--- src/rtl/vga_fb_reader.sv ---
// Frame-buffer read scheduler: on each VGA frame start, issues AXI INCR read
// bursts covering the whole frame, throttled by free space in the downstream
// pixel FIFO (counting beats already requested but not yet returned).
//
// Handshake rules: an AR transfer happens on a SYSCLK edge where
// M_AXI_ARVALID && M_AXI_ARREADY; once ARVALID rises, ARVALID and ARADDR hold
// until that edge. An R beat counts only on an edge where
// M_AXI_RVALID && M_AXI_RREADY (this block only monitors the R channel).
module vga_fb_reader #(
   parameter logic [31:0] FB_BASE     = 32'h8000_0000,
   parameter int          H_ACT       = 640,
   parameter int          V_ACT       = 480,
   parameter int          BURST_LEN   = 16,
   parameter int          FIFO_DEPTH  = 1024,
   parameter int          FIFO_MARGIN = 16
) (
   input  logic        SYSCLK,
   input  logic        RST,
   input  logic        VGA_VS,
   input  logic [9:0]  FIFO_WR_CNT,
   output logic [31:0] M_AXI_ARADDR,
   output logic [7:0]  M_AXI_ARLEN,
   output logic [2:0]  M_AXI_ARSIZE,
   output logic [1:0]  M_AXI_ARBURST,
   output logic        M_AXI_ARVALID,
   input  logic        M_AXI_ARREADY,
   input  logic        M_AXI_RVALID,
   input  logic        M_AXI_RREADY,
   input  logic        M_AXI_RLAST,
   input  logic [1:0]  M_AXI_RRESP,
   output logic        busy_o,
   output logic        frame_done_o,
   output logic        err_o,
   output logic [1:0]  dbg_state_o,
   output logic [10:0] dbg_outstanding_o,
   output logic        dbg_last_beat_o
);

   localparam int              TOTAL_BURSTS = (H_ACT * V_ACT) / BURST_LEN;
   localparam int              BC_W         = $clog2(TOTAL_BURSTS + 1);
   localparam logic [BC_W-1:0] LAST_BURST   = BC_W'(TOTAL_BURSTS);
   localparam logic [BC_W-1:0] BC_ONE       = BC_W'(1);
   localparam logic [10:0]     BEATS        = 11'(BURST_LEN);
   localparam logic [31:0]     ADDR_STEP    = 32'(4 * BURST_LEN);
   localparam logic [31:0]     BURST_WORDS  = 32'(BURST_LEN);
   localparam logic [31:0]     ROOM_LIMIT   = 32'(FIFO_DEPTH - FIFO_MARGIN);

   typedef enum logic [1:0] {
      IDLE  = 2'd0,
      CHECK = 2'd1,
      ADDR  = 2'd2,
      DRAIN = 2'd3
   } state_t;

   state_t          state_q, state_d;
   logic [31:0]     addr_q, addr_d;
   logic [BC_W-1:0] burst_cnt_q, burst_cnt_d;
   logic [10:0]     out_q, out_d;
   logic            abort_pend_q, abort_pend_d;
   logic            done_q, done_d;
   logic            err_q, err_d;
   logic            vs_meta_q, vs_meta_d;
   logic            vs_sync_q, vs_sync_d;
   logic            vs_prev_q, vs_prev_d;

   logic frame_start;
   logic frame_abort;
   logic ar_hs;
   logic r_beat;
   logic fifo_room;

   // Fixed burst shape: BURST_LEN beats of 4 bytes, incrementing.
   assign M_AXI_ARLEN   = 8'(BURST_LEN - 1);
   assign M_AXI_ARSIZE  = 3'b010;
   assign M_AXI_ARBURST = 2'b01;

   assign M_AXI_ARVALID = (state_q == ADDR);
   assign M_AXI_ARADDR  = addr_q;
   assign busy_o        = (state_q != IDLE);
   assign frame_done_o  = done_q;
   assign err_o         = err_q;

   assign dbg_state_o       = state_q;
   assign dbg_outstanding_o = out_q;
   assign dbg_last_beat_o   = M_AXI_RVALID && M_AXI_RREADY && M_AXI_RLAST;

   assign frame_start = vs_sync_q && !vs_prev_q;
   assign frame_abort = !vs_sync_q && vs_prev_q;
   assign ar_hs       = M_AXI_ARVALID && M_AXI_ARREADY;
   assign r_beat      = M_AXI_RVALID && M_AXI_RREADY;
   // Requested-but-unreturned beats already own FIFO space.
   assign fifo_room   = ({22'd0, FIFO_WR_CNT} + {21'd0, out_q} + BURST_WORDS) <= ROOM_LIMIT;

   // Two-flop synchronizer on VGA_VS followed by an edge-detect flop.
   always_comb begin
      vs_meta_d = VGA_VS;
      vs_sync_d = vs_meta_q;
      vs_prev_d = vs_sync_q;
   end

   // Frame FSM: next state, burst address and burst count.
   always_comb begin
      state_d      = state_q;
      addr_d       = addr_q;
      burst_cnt_d  = burst_cnt_q;
      abort_pend_d = abort_pend_q;
      done_d       = 1'b0;
      case (state_q)
         IDLE: begin
            abort_pend_d = 1'b0;
            if (frame_start) begin
               addr_d      = FB_BASE;
               burst_cnt_d = '0;
               state_d     = CHECK;
            end
         end
         CHECK: begin
            if (frame_abort) begin
               state_d = DRAIN;
            end else if (fifo_room) begin
               state_d = ADDR;
            end
         end
         ADDR: begin
            // An abort here must not break the pending handshake; remember it.
            if (frame_abort) begin
               abort_pend_d = 1'b1;
            end
            if (ar_hs) begin
               addr_d      = addr_q + ADDR_STEP;
               burst_cnt_d = burst_cnt_q + BC_ONE;
               if ((burst_cnt_q + BC_ONE) == LAST_BURST || abort_pend_q || frame_abort) begin
                  state_d      = DRAIN;
                  abort_pend_d = 1'b0;
               end else begin
                  state_d = CHECK;
               end
            end
         end
         DRAIN: begin
            abort_pend_d = 1'b0;
            if (out_q == 11'd0) begin
               state_d = IDLE;
               done_d  = 1'b1;
            end
         end
         default: state_d = IDLE;
      endcase
   end

   // Outstanding-beat tracking and sticky error flag.
   always_comb begin
      out_d = out_q;
      err_d = err_q;
      if (ar_hs && r_beat) begin
         out_d = out_q + BEATS - 11'd1;
      end else if (ar_hs) begin
         out_d = out_q + BEATS;
      end else if (r_beat) begin
         // A beat nobody asked for is an error; the count stays pinned at 0.
         if (out_q == 11'd0) begin
            err_d = 1'b1;
         end else begin
            out_d = out_q - 11'd1;
         end
      end
      if (r_beat && (M_AXI_RRESP != 2'b00)) begin
         err_d = 1'b1;
      end
   end

   // State registers with synchronous reset.
   always_ff @(posedge SYSCLK) begin
      if (RST) begin
         state_q      <= IDLE;
         addr_q       <= FB_BASE;
         burst_cnt_q  <= '0;
         out_q        <= 11'd0;
         abort_pend_q <= 1'b0;
         done_q       <= 1'b0;
         err_q        <= 1'b0;
         vs_meta_q    <= 1'b1;
         vs_sync_q    <= 1'b1;
         vs_prev_q    <= 1'b1;
      end else begin
         state_q      <= state_d;
         addr_q       <= addr_d;
         burst_cnt_q  <= burst_cnt_d;
         out_q        <= out_d;
         abort_pend_q <= abort_pend_d;
         done_q       <= done_d;
         err_q        <= err_d;
         vs_meta_q    <= vs_meta_d;
         vs_sync_q    <= vs_sync_d;
         vs_prev_q    <= vs_prev_d;
      end
   end

endmodule

--- config.mk ---
export PLATFORM = sky130hd
export DESIGN_NAME = vga_fb_reader
export DESIGN_NICKNAME = d
export VERILOG_FILES = /design/src/rtl/vga_fb_reader.sv
export SDC_FILE = /design/constraint.sdc
export NUM_CORES = 1
export LEC_CHECK = 0
export ABC_CLOCK_PERIOD_IN_PS = 10400
export CAP_MARGIN = 20
export CORE_MARGIN = 2
export CORE_UTILIZATION = 55
export DETAILED_ROUTE_END_ITERATION = 7
export HOLD_SLACK_MARGIN = 0.02
export PLACE_DENSITY = 0.85
export SYNTH_ARGS = -nofsm -noshare
export SYNTH_HDL_FRONTEND = slang
export SYNTH_SLANG_ARGS = --single-unit
--- constraint.sdc ---
create_clock -name SYSCLK -period 10.4 [get_ports SYSCLK]
set_clock_uncertainty 0.15 [all_clocks]
set_input_delay 2.6 -clock SYSCLK [delete_from_list [all_inputs] [get_ports SYSCLK]]
set_output_delay 2.6 -clock SYSCLK [all_outputs]
set_load 0.1 [all_outputs]
# [Word-level counts from Yosys, hierarchy flattened]
# Index checks and enable logic that the tools add are counted.
[op_classes] n_bitwise=1 order_cmp=1 eq_ne=11 n_addsub=7 reduce_logical=26 mux=27
[op_table] op="two-way mux 32 bit" n=2
[op_table] op="one-hot mux 32 bit (2 select lines)" n=1
[op_table] op="two-way mux 11 bit" n=4
[op_table] op="adder 32 x 7 -> 32 bit (second input constant)" n=1
[op_table] op="two-way mux 15 bit" n=2
[op_table] op="one-hot mux 15 bit (2 select lines)" n=1
[op_table] op="subtractor 11 x 1 -> 11 bit (second input constant)" n=2
[op_table] op="adder 15 x 1 -> 15 bit (second input constant)" n=1
[op_table] op="== test 15 bit (second input constant)" n=1
[op_table] op="adder 12 x 5 -> 13 bit (second input constant)" n=1
[op_table] op="<= comparator 13 x 10 -> 1 bit (second input constant)" n=1
[op_table] op="adder 10 x 11 -> 12 bit" n=1
[op_table] op="two-way mux 2 bit" n=6
[op_table] op="nonzero test 2 bit" n=6
[op_table] op="adder 11 x 5 -> 11 bit (second input constant)" n=1
[op_table] op="logical NOT 11 bit" n=1
[op_table] op="two-way mux 1 bit" n=9
[op_table] op="one-hot mux 2 bit (4 select lines)" n=1
[op_table] op="AND reduction 4 bit" n=2
[op_table] op="logical AND 1 bit" n=7
[op_table] op="!= test 2 x 1 -> 1 bit (second input constant)" n=3
[op_table] op="== test 2 bit (second input constant)" n=2
[op_table] op="!= test 2 bit (second input constant)" n=2
[op_table] op="OR reduction 2 bit" n=2
[op_table] op="11 further kinds" n=13
[totals] register_bits=66 wordCells=83

# [Depth between registers and ports, before layout]
# Gate-level depths: netlist of the first run.
[depth] ltp_word=7 depth_mapped=11 ltp_nobuf=11

# [Worst setup path before layout of the first run]
# OpenSTA, ideal clock, no wires.
[synth_path] path_kind="in2out" start="input M_AXI_RLAST" end="output dbg_last_beat_o" path_buffers=0 path_slack_ns=4.272 arrival_ns=3.378 stages=1 cell_sequence="and3_1"
[synth_via] elab_chain_len=1
[synth_rtl] item="from (decl)" line_no="29" rtl="input logic M_AXI_RLAST,"
[synth_rtl] item="logical AND 1 bit" line_no="85" rtl="assign dbg_last_beat_o = M_AXI_RVALID && M_AXI_RREADY && M_AXI_RLAST;"
[synth_rtl] item="to (decl)" line_no="36" rtl="output logic dbg_last_beat_o"
# Every way passes these cells.

# [Worst setup path after layout of the first run]
[layout_path] start="input M_AXI_RVALID" end="output dbg_last_beat_o"
[layout_via] elab_chain_len=2
[layout_rtl] item="from (decl)" line_no="27" rtl="input logic M_AXI_RVALID,"
[layout_rtl] item="logical AND 1 bit (2 in series)" line_no="85"
# Every way passes these cells.

==> results of run 1 <==
-- final cells by class --
type	count	area, µm²	share of cell area [%]
Multi-Input combinational cell	398	2580	53.4
Sequential cell	60	1200	24.8
Timing Repair Buffer	65	643	13.3
Clock buffer	9	124	2.56
Tap cell	99	124	2.56
Clock inverter	7	91.3	1.89
Inverter	19	71.3	1.47
-- routing by layer --
| layer | track usage [%] | share of wire, % | up-vias | routed length (µm) |
|---|---|---|---|---|
| met5 | 0 | 0 | - | 0 |
| met1 | 30.5 | 43 | 1722 | 3880 |
| met4 | 9.91 | 2.0 | 0 | 178 |
| li1 | - | - | 1834 | - |
| met3 | 3.88 | 5.4 | 23 | 486 |
| met2 | 41.7 | 50 | 138 | 4510 |
-- critical path, stage by stage --
cell	delay (ns)
clkdlybuf4s50_1	0.49
and3_1	0.16
clkdlybuf4s50_1	1.13
-- registers in the layout (all words and copies together) (netlist names), 2 cells and up --
| signal | flops |
|---|---|
| M_AXI_ARADDR | 26 |
| dbg_outstanding_o | 11 |
| dbg_state_o | 2 |
| burst_cnt_q | 15 |
-- logic make-up (layout without fill, tap and decap cells) --
logic type      Yosys count  after routing  share of synthesized area, %
simple gates            216            216                          27.6
compound gates           81             81                          13.7
flops                    60             60                          29.9
buf+inv                  59            100                          7.52
xor+xnor                 46             46                          10.0
fa+ha+maj                32             32                          10.1
mux                       4              4                          1.03
other cells               2             19                         0.187
-- layout by cell type (no fill, tap or decap), drive strengths merged, types with 13 or more instances in the layout --
cell and instances:
o21ai 18, conb 19, ha 31, xnor2 15, nand3 21, inv 19
dfxtp 60, nand2 40, nor3 13, xor2 31, a21oi 19, nor2 71
clkdlybuf4s50 62
-- worst max path at each step --
stage | from | to | slack (ns) | depth (start not counted)
5_1_grt | M_AXI_RREADY | dbg_last_beat_o | 3.23 | 3
2_1_floorplan | M_AXI_RLAST | dbg_last_beat_o | 4.27 | 1
6_report | M_AXI_RVALID | dbg_last_beat_o | 3.26 | 3
3_3_place_gp | M_AXI_RVALID | dbg_last_beat_o | 3.29 | 3
3_5_place_dp | M_AXI_RVALID | dbg_last_beat_o | 3.26 | 3
4_1_cts | M_AXI_RVALID | dbg_last_beat_o | 3.25 | 3
-- where the power goes --
part | internal, mW | leakage, nW | total (mW) | switching, mW
clock network | 0.134 | 0.109 | 0.229 | 0.0950
logic | 0.232 | 1.25 | 0.718 | 0.486
registers | 0.254 | 0.486 | 0.310 | 0.0559
-- per-stage QoR --
stage          worst slack, ns  instance area, µm²
6_report                  3.26                4840
5_1_grt                   3.23                4840
4_1_cts                   3.25                4840
3_5_place_dp              3.26                4620
3_3_place_gp              3.29                4620
2_1_floorplan             4.27                4090
==> flow_summary.toml, run 1 <==
[setup_path]
cp.arrival_ns = 4.39
cp-start-kind = "input port"
rr_worst_depth = 11
cp_max_fo = 3
rr_startpoint = "dbg_outstanding_o[4]"
cp-end-kind = "primary output"
crit_type = "input port to primary output"
rrSetupSlack_ns = 7.03
reg2reg_to = "dbg_state_o[1]"
cp_data_required_time_ns = 7.65

[worst_hold_path]
worstHoldStart = "vs_meta_q"
min_to = "vs_prev_d"
min_path_cells = 1
hp-class = "flip-flop to flip-flop"

[drt]
remaining_drc_errors = 0
drt_iter0_markers = 212
viasPerCell = 5.66
final_antenna_net_count = 0
wire_per_inst_um = 13.8
vias = 3717
routed_wirelength_um = 9050
firstDrtPassIters = 4

[finish]
fill_cells = 568
final_net_count = 604
utilization_pct = 67.4
layout.cells.non_filler = 657
antenna_cells = 0
drive_above_1_share_pct = 6.45
syn2layout_area_growth_pct = 20.2

[timing]
fin_tns_setup_ns = 0
slew-limit-headroom_pct = 30.4
setup_viol_count_final = 0
whs_ns = 0.286
tightest_slew_ns = 1.04
rsz0062_at_grt = "no"
period_share_pct = 68.6
maxSlewViolCount = 0
fmax_ghz = 0.140
final-hold-violation-count = 0
min_period_ns = 7.14

[clock_network]
cts_hold_buf = 0
insertion_delay_ns = 0.33
postCtsResizedCells = 0
htree_num_levels = 3
clockRootBuffer = "clkbuf_8"
cts_buffers = 9
clk_path_buf_depth = 2
postCtsSetupBuffers = 0
clkTransAtPathRegs_ns = 0.06
cts.sinks = 60
cts_tree = "done"

[yosys]
ys_seq_area_share_pct = 29.9
postSynthCellCount = 500
async_flop_share_pct = 0
synth_top_cell_area_share_pct = 29.9
ys_types = 63
synth_top_cell_by_area = "dfxtp_1"
synth_top_flop_cell = "dfxtp_1"
yosysWarnings = 0
synthTopCellsByArea = "dfxtp_1, ha_1, xor2_1"
ys_ff_latch = 60
syn-cell-area_mm2 = 0.00402
synth_edf_count = 0
synth_common_cells = "nor2_1, dfxtp_1, nand2_1"
synth_most_common_cell = "nor2_1"
synth.avg_cell_area_um2 = 8.05

[floorplanning]
dieArea_mm2 = 0.00802
io_pins = 82
fp-row-count = 31
fp.coreArea_mm2 = 0.00718
start_util_pct = 56.1
die-height_um = 89.5
fp.dieW_um = 89.5

[outcome]
status = "complete, no violations"

[pwr]
ir_drop_mv = 0.265
power_density_mw_per_mm2 = 260
p_leak_nw = 1.84
power.total_mw = 1.26

[flow_run]
maxCapViolCount = 0

[global_routing]
grt_overflow_total = 0
grt.total_usage_pct = 24.4
grt_start_max_net_pins = 34
grt_pass1_wl_um = 15600
grt_pass1_vias = 3533
antenna_found_initial = 0

[place]
place_inst = 641
portBuffers = 62
place_hpwl_um = 6640
place_congestion = 0.864
Note: power is estimated with default switching activity, not from simulation.
==> inputs of run 2 (changes only) <==
ABC_CLOCK_PERIOD_IN_PS = 6300   (was 10400)
CORE_UTILIZATION = 47   (was 55)
PLACE_DENSITY = 0.77   (was 0.85)
clock period = 6.3 ns   (was 10.4 ns; I/O delays follow)
==> flow_summary.toml, run 2 (synthesis gave the netlist of run 1 again) <==
[pwr]
p_comb_share_pct = 56.9
p_leak_nw = 1.84
power_density_mw_per_mm2 = 428
power_frac_clock_pct = 18.5
p_switching_mw = 1.05
internal_power_mw = 1.02
p_sw_share_pct = 50.6
seq_power_share_pct = 24.6
power.total_mw = 2.07
ir_drop_mv = 0.356

[finish]
layout.cells.non_filler = 663
antenna_cells = 0
mostFrequentLayoutCells = "nor2_1, clkdlybuf4s50_1, dfxtp_1"
final_net_count = 604
mostFrequentLayoutCell = "nor2_1"
utilization_pct = 58.7
drive_above_1_share_pct = 6.63
syn2layout_area_growth_pct = 20.6
fin_area_mm2 = 0.00485
largest_reg_flops = 26

[timing]
min_period_ns = 4.51
fmax_ghz = 0.222
period_share_pct = 71.6
rsz0062_at_grt = "no"
final-hold-violation-count = 0
fin_tns_setup_ns = 0
tightest_slew_ns = 1.01
maxSlewViolCount = 0
setup_viol_count_final = 0
slew-limit-headroom_pct = 32.7

[setup_path]
cp_data_required_time_ns = 6.38
crit_type = "input port to flip-flop"
cp.arrival_ns = 4.59
cp-end-kind = "flip-flop"
cp-start-kind = "input port"
cp_max_fo = 3

[floorplanning]
dieArea_mm2 = 0.00932
fp.coreArea_mm2 = 0.00826
io_pins = 82
fp-row-count = 33
start_util_pct = 48.7
die-height_um = 96.5
fp.dieW_um = 96.5

[drt]
routed_wirelength_um = 8860
firstDrtPassIters = 5
drt_iter0_markers = 182
final_antenna_net_count = 0
vias = 3661
wire_per_inst_um = 13.4
viasPerCell = 5.52
remaining_drc_errors = 0

[place]
place_inst = 647
portBuffers = 62
place_congestion = 0.855
dpl_cell_area_mm2 = 0.00463
place_hpwl_um = 6580

[global_routing]
grt_pass1_wl_um = 14800
grt_pass1_vias = 3285
grt_start_max_net_pins = 34
antenna_found_initial = 0
grt.total_usage_pct = 19.9
grt_overflow_total = 0

[flow_run]
maxCapViolCount = 0

[clock_network]
cts_tree = "done"
insertion_delay_ns = 0.34
clkTransAtPathRegs_ns = 0.07
cts_hold_buf = 0
postCtsResizedCells = 0
cts_buffers = 9
clk_path_buf_depth = 2
cts.sinks = 60
htree_num_levels = 3
clockRootBuffer = "clkbuf_8"
postCtsSetupBuffers = 0

[worst_hold_path]
hp-class = "flip-flop to flip-flop"

[outcome]
status = "complete, no violations"
## run 2: changes by cell type in the layout (fill, tap and decap cells not counted), sizes merged
cell / before / now
buf: 3 / 4
clkdlybuf4s50: 62 / 61
clkinv: 4 / 3
inv: 19 / 20
## run 2: layout make-up
type	count	area, µm²
Fill cell	736	3410
Sequential cell	60	1200
Clock inverter	7	98.8
Inverter	19	71.3
Clock buffer	9	124
Multi-Input combinational cell	398	2580
Timing Repair Buffer	65	641
Tap cell	105	131
## run 2: routing by layer
metal  part of all wire (%)  global-route usage [%]
met4                   0.63                    4.69
met2                     48                    34.1
met5                      0                       0
met3                    6.0                    5.04
met1                     45                    25.0
## run 2: worst max-delay path, stage by stage
cell and delay (ns):
clkdlybuf4s50_1 0.40, ha_1 0.28, ha_1 0.15, inv_1 0.05
fa_1 0.39, xor2_1 0.17, a311oi_1 0.23, o21ai_0 0.14
or3_1 0.33, nor4_1 0.42, nor4_1 0.12, a311o_1 0.33
## run 2: path summary, 6_finish.rpt
check	start	to	slack, ns	cells after the start
setup / recovery	FIFO_WR_CNT[1]	dbg_state_o[1]	1.79	12
hold / removal	vs_meta_q	vs_prev_d	0.29	1
setup reg to reg	dbg_outstanding_o[4]	dbg_state_o[1]	3.02	11
hold reg to reg	vs_meta_q	vs_prev_d	0.29	1
## run 2: through the flow
| stage | hold slack, ns | setup WS, ns |
|---|---|---|
| 2_1_floorplan | 0.239 | 2.11 |
| 3_3_place_gp | 0.261 | 1.52 |
| 3_5_place_dp | 0.281 | 1.49 |
| 4_1_cts | 0.303 | 1.85 |
| 5_1_grt | 0.323 | 1.62 |
| 6_report | 0.293 | 1.79 |
## run 2: power groups by stage
stage	combinational, mW	clock (mW)	sequential [mW]
final	1.18	0.384	0.510
after global routing	1.28	0.410	0.520
after CTS	1.18	0.395	0.509
after detailed placement	1.17	0	0.518
after global placement	1.15	0	0.518
after floorplan	0.720	0	0.741
